`src/rtl/if_fetch.sv`:
```
// Instruction fetch stage: issues one read at a time on the instruction bus,
// presents the returned word to decode, and handles flushes and bus timeouts.
module if_fetch #(
    parameter logic [31:0] RESET_INST = 32'h0000_0013,
    parameter int unsigned TIMEOUT    = 255
) (
    input  logic        clk,
    input  logic        rst,
    input  logic [31:0] pc,
    input  logic        flush,
    input  logic        id_ready,
    output logic        stall,
    output logic        ibus_req,
    output logic [31:0] ibus_addr,
    input  logic        ibus_gnt,
    input  logic        ibus_rvalid,
    input  logic [31:0] ibus_rdata,
    output logic [31:0] inst,
    output logic [31:0] inst_addr,
    output logic        inst_valid,
    output logic        fetch_err
);

    localparam int unsigned CW = $clog2(TIMEOUT + 2);
    localparam logic [CW-1:0] CNT_LAST = CW'(TIMEOUT - 1);
    localparam logic [CW-1:0] CNT_MAX  = CW'(TIMEOUT);

    typedef enum logic [2:0] {
        S_IDLE,
        S_REQ,
        S_WAIT,
        S_HOLD,
        S_DRAIN
    } state_t;

    state_t        state, state_d;
    logic          drop, drop_d;
    logic [CW-1:0] cnt, cnt_d;
    logic [CW-1:0] cnt_inc;
    logic          timed_out;
    logic          ibus_req_d;
    logic [31:0]   ibus_addr_d;
    logic [31:0]   inst_d;
    logic [31:0]   inst_addr_d;
    logic          inst_valid_d;
    logic          fetch_err_d;

    // Saturating wait counter and the cycle on which the wait gives up.
    assign cnt_inc   = (cnt == CNT_MAX) ? cnt : cnt + CW'(1);
    assign timed_out = !ibus_rvalid && (cnt == CNT_LAST);

    // State and output registers.
    always_ff @(posedge clk or posedge rst) begin
        if (rst) begin
            state      <= S_IDLE;
            drop       <= 1'b0;
            cnt        <= '0;
            ibus_req   <= 1'b0;
            ibus_addr  <= '0;
            inst       <= RESET_INST;
            inst_addr  <= '0;
            inst_valid <= 1'b0;
            fetch_err  <= 1'b0;
        end else begin
            state      <= state_d;
            drop       <= drop_d;
            cnt        <= cnt_d;
            ibus_req   <= ibus_req_d;
            ibus_addr  <= ibus_addr_d;
            inst       <= inst_d;
            inst_addr  <= inst_addr_d;
            inst_valid <= inst_valid_d;
            fetch_err  <= fetch_err_d;
        end
    end

    // Next-state, next-output and PC-generator hold logic.
    always_comb begin
        state_d      = state;
        drop_d       = drop;
        cnt_d        = cnt;
        ibus_addr_d  = ibus_addr;
        inst_d       = inst;
        inst_addr_d  = inst_addr;
        inst_valid_d = inst_valid;
        fetch_err_d  = fetch_err;

        case (state)
            S_IDLE: state_d = S_REQ;
            S_REQ: begin
                if (ibus_gnt) begin
                    // A flush before or with the grant turns this read into a drain.
                    state_d = (drop || flush) ? S_DRAIN : S_WAIT;
                    cnt_d   = '0;
                end else if (flush) begin
                    drop_d = 1'b1;
                end
            end
            S_WAIT: begin
                if (ibus_rvalid) begin
                    if (flush) begin
                        state_d = S_REQ;
                    end else begin
                        inst_d       = ibus_rdata;
                        inst_addr_d  = ibus_addr;
                        inst_valid_d = 1'b1;
                        state_d      = S_HOLD;
                    end
                end else if (timed_out) begin
                    fetch_err_d = 1'b1;
                    drop_d      = 1'b0;
                    state_d     = S_REQ;
                end else if (flush) begin
                    state_d = S_DRAIN;
                    cnt_d   = '0;
                end else begin
                    cnt_d = cnt_inc;
                end
            end
            S_HOLD: begin
                if (id_ready || flush) begin
                    inst_valid_d = 1'b0;
                    state_d      = S_REQ;
                end
            end
            S_DRAIN: begin
                if (ibus_rvalid) begin
                    drop_d  = 1'b0;
                    state_d = S_REQ;
                end else if (timed_out) begin
                    fetch_err_d = 1'b1;
                    drop_d      = 1'b0;
                    state_d     = S_REQ;
                end else begin
                    cnt_d = cnt_inc;
                end
            end
            default: state_d = S_IDLE;
        endcase

        ibus_req_d = (state_d == S_REQ);
        // Address is captured once on REQ entry and held until the grant.
        if ((state_d == S_REQ) && (state != S_REQ)) begin
            ibus_addr_d = pc;
        end

        stall = rst || !(((state == S_HOLD) && id_ready) || flush);
    end

endmodule

```
`config.mk`:
```
export PLATFORM = sky130hd
export DESIGN_NAME = if_fetch
export DESIGN_NICKNAME = d
export VERILOG_FILES = /design/src/rtl/if_fetch.sv
export SDC_FILE = /design/constraint.sdc
export NUM_CORES = 1
export LEC_CHECK = 0
export ABC_CLOCK_PERIOD_IN_PS = 9200
export CAP_MARGIN = 25
export CORE_UTILIZATION = 50
export CTS_BUF_LIST = sky130_fd_sc_hd__clkbuf_2
export DETAILED_ROUTE_END_ITERATION = 8
export GPL_ROUTABILITY_DRIVEN = 1
export PLACE_DENSITY = 0.88
export RECOVER_POWER = 100
export SYNTH_ARGS = -nofsm -noshare
export SYNTH_HDL_FRONTEND = slang
export SYNTH_SLANG_ARGS = --single-unit
```
`constraint.sdc`:
```
create_clock -name clk -period 9.2 [get_ports clk]
set_input_delay 1.84 -clock clk [delete_from_list [all_inputs] [get_ports clk]]
set_output_delay 1.84 -clock clk [all_outputs]
set_load 0.1 [all_outputs]
```
==> qor.json <==
{
  "r2r-start": "state[1]$_DFF_PP0_",
  "wire_per_inst_um": 17.9,
  "cts.reportedPaths.clkPinSlew_ns": 0.30,
  "post_cts_resized": 0,
  "timing.final.setup_violations": 0,
  "remaining_drc_errors": 17,
  "cts.repair_timing.setup_buffer_count": 0,
  "drv_cap": 4,
  "source_to_sink_clock_delay_at_the_later_pin_of_the_worst_skew_pair_ns": 0.58,
  "number_of_vias_after_detailed_routing": 3232,
  "gr-usage-all-layers_pct": 23.0,
  "layout-area-overhead-vs-synth_pct": 37.7,
  "maxSlewViolCount": 161,
  "pin_count_of_the_biggest_net_entering_global_routing": 81,
  "finalWeightedCongestion": 0.819,
  "finalClockSkew_ns": 0.0471,
  "floorplan.initialDensity_pct": 52.6,
  "synth.net_count": 386,
  "timing.critical_path.slowest_stage_cell": "sky130_fd_sc_hd__dlygate4sd3_1",
  "timing.final.crit_share_pct": 75.8,
  "routed_wl_um": 10700,
  "top_cells_by_count_synth": "sky130_fd_sc_hd__dfrtp_1 (109), sky130_fd_sc_hd__mux2_2 (50), sky130_fd_sc_hd__mux2_4 (30), sky130_fd_sc_hd__nor2_1 (17), sky130_fd_sc_hd__mux2_1 (16)",
  "port_buffers": 169,
  "worst_ep_required_time_ns": 7.36,
  "row_count": 34,
  "path_cells": "dlygate4sd3_1, clkinvlp_2, o21ai_0, dlygate4sd3_1",
  "timing.critical_path.fanout_max": 34,
  "crit_path_end_kind": "primary output",
  "fin_cells": 598,
  "cts-buffers-inserted": 9,
  "post_synth_instance_area_sq_mm": 0.00465,
  "cts.hold.buffers_added": 0,
  "antenna_violating_nets_post_route": 0,
  "rsz0062_at_grt": "no",
  "detail_route.iter0.violations": 146,
  "nFillCells": 610,
  "slew_hr_pct": -111,
  "antenna_cells_inserted": 0,
  "number_of_sinks_driven_by_the_clock_tree": 112,
  "crit_top_cell": "sky130_fd_sc_hd__dlygate4sd3_1",
  "synth.ff_latch_count": 112,
  "die_y_um": 98.4,
  "initial_antenna_violation_count": 0,
  "timing.setup.tns_ns": 0,
  "die_area_sq_mm": 0.00969,
  "ys.flop_type": "sky130_fd_sc_hd__dfrtp_1",
  "startpoint_type": "input port",
  "dp_cells": 581,
  "critical_path_class": "in2out",
  "count_of_nets_after_finishing": 557,
  "htree_levels": 3,
  "proportion_of_synthesized_flip_flops_having_asynchronous_set_or_reset_pct": 100,
  "number_of_flops_mapped_to_enable_cells_by_yosys": 0,
  "yosysSeqAreaShare_pct": 60.3,
  "cts_root_buf": "sky130_fd_sc_hd__clkbuf_2",
  "synth_area_leaders": "sky130_fd_sc_hd__dfrtp_1 (59%), sky130_fd_sc_hd__mux2_2 (12%), sky130_fd_sc_hd__mux2_4 (9.7%)",
  "drtPass1Iterations": 8,
  "worst_hold_path_type": "reg2reg",
  "die_w_um": 98.4,
  "run_status": "complete, but fails checks",
  "globalRouteOverflowTotal": 0,
  "timing.critical_path.slowest_cell_delay_ns": 1.25,
  "estimated_wirelength_of_the_detail_placed_design_um": 7870,
  "clockBufferDepth": 2,
  "grt_pass1_wl_um": 17200,
  "yosysWarnings": 0,
  "worstMarginPinSlew_ns": 3.17,
  "coreArea_sq_mm": 0.00885,
  "synth_cells": 314,
  "first_global_vias": 3327,
  "failed_checks": "DRC, capacitance limit, slew limit",
  "finalHoldViolCount": 0,
  "cts_tree": "yes",
  "critical_path_arrival_ns": 5.13,
  "min-delay-start": "fetch_err$_DFFE_PP0P_",
  "netlist.top_cell.by_area": "sky130_fd_sc_hd__dfrtp_1",
  "synthDominantCellAreaShare_pct": 58.6,
  "yosys.cell_types.count": 43,
  "layout-drive-gt1-share_pct": 14.7,
  "worstSetupStartpoint": "rst",
  "top_level_ports": 170,
  "via_per_inst": 5.40,
  "min_period_ns": 6.97,
  "critPathBufInv": 3,
  "synthesis.area_per_instance_sq_um": 14.8,
  "post-synth-top-count-cell": "sky130_fd_sc_hd__dfrtp_1",
  "cpLargestDelayFamily": "buffers and inverters",
  "max_clock_freq_mhz": 143
}
[cell type report]
| cell class | count | area (sq um) | share of cell area [%] |
|---|---|---|---|
| flip-flops and latches | 112 | 2810 | 43.8 |
| repair buffers | 172 | 1700 | 26.6 |
| multi-input cells | 185 | 1630 | 25.4 |
| well taps | 108 | 135 | 2.11 |
| clock inverters | 6 | 61.3 | 0.957 |
| clock buffers | 10 | 50.0 | 0.781 |
| inverters | 5 | 20.0 | 0.313 |
[state kept, by name, summed over array words and instances, names as in the netlist]
register    flops
ibus_addr      32
inst           32
inst_addr      32
cnt             9
state           3
drop            1
fetch_err       1
ibus_req        1
inst_valid      1
[cell families (layout without fill, tap and decap cells)]
group | after synthesis | count (layout) | synth area share (%)
AO/OA/AOI/OAI | 27 | 27 | 4.28
XOR/XNOR | 6 | 6 | 1.13
adder cells (fa/ha/maj) | 2 | 2 | 0.538
buffers and inverters | 17 | 193 | 1.94
flip-flops | 112 | 112 | 60.3
multiplexers | 96 | 96 | 25.7
AND/OR/NAND/NOR | 54 | 54 | 6.11
[metrics by stage]
| step | setup slack, ns | hold slack (ns) | util [%] | area [sq um] |
|---|---|---|---|---|
| finish | 2.23 | 0.506 | 72.4 | 6400 |
| global route | 1.75 | 0.540 | 72.4 | 6400 |
| CTS | 3.53 | 0.518 | 74.0 | 6550 |
| detailed placement | 3.53 | 0.460 | 72.7 | 6440 |
| global placement | 3.53 | 0.463 | 72.7 | 6440 |
| floorplan | 0.564 | 0.476 | - | 4650 |
[worst paths after layout]
check / cells after the start / slack [ns] / endpoint
worst max-delay path: 4 / 2.23 / stall
worst min-delay path: 1 / 0.51 / fetch_err$_DFFE_PP0P_
worst max register to register: 3 / 4.86 / inst_addr[31]$_DFFE_PP0P_
worst min register to register: 1 / 0.51 / fetch_err$_DFFE_PP0P_
max in group asynchronous: 4 / 2.86 / inst[19]$_DFFE_PP0P_
min in group asynchronous: 2 / 1.99 / inst_addr[6]$_DFFE_PP0P_
[layout by cell type (no fill, tap or decap), types with 8 or more instances in the layout]
master                            count
sky130_fd_sc_hd__mux2_1              46
sky130_fd_sc_hd__dfrtp_1            109
sky130_fd_sc_hd__nor2_1              17
sky130_fd_sc_hd__o21ai_0              8
sky130_fd_sc_hd__dlygate4sd3_1      103
sky130_fd_sc_hd__mux2_2              49
sky130_fd_sc_hd__clkbuf_2            10
sky130_fd_sc_hd__clkdlybuf4s50_1     66
[layer usage]
metal	vias up	track usage (%)	part of all wire, %
li1	1454	-	-
met1	1624	27.9	40
met2	134	40.4	50
met3	20	5.18	7.3
met4	0	8.38	2.1
met5	-	0	0
Power is left out: the tool's default activity adds up to more than one toggle a clock period on the data nets, which glitch-free logic cannot reach.
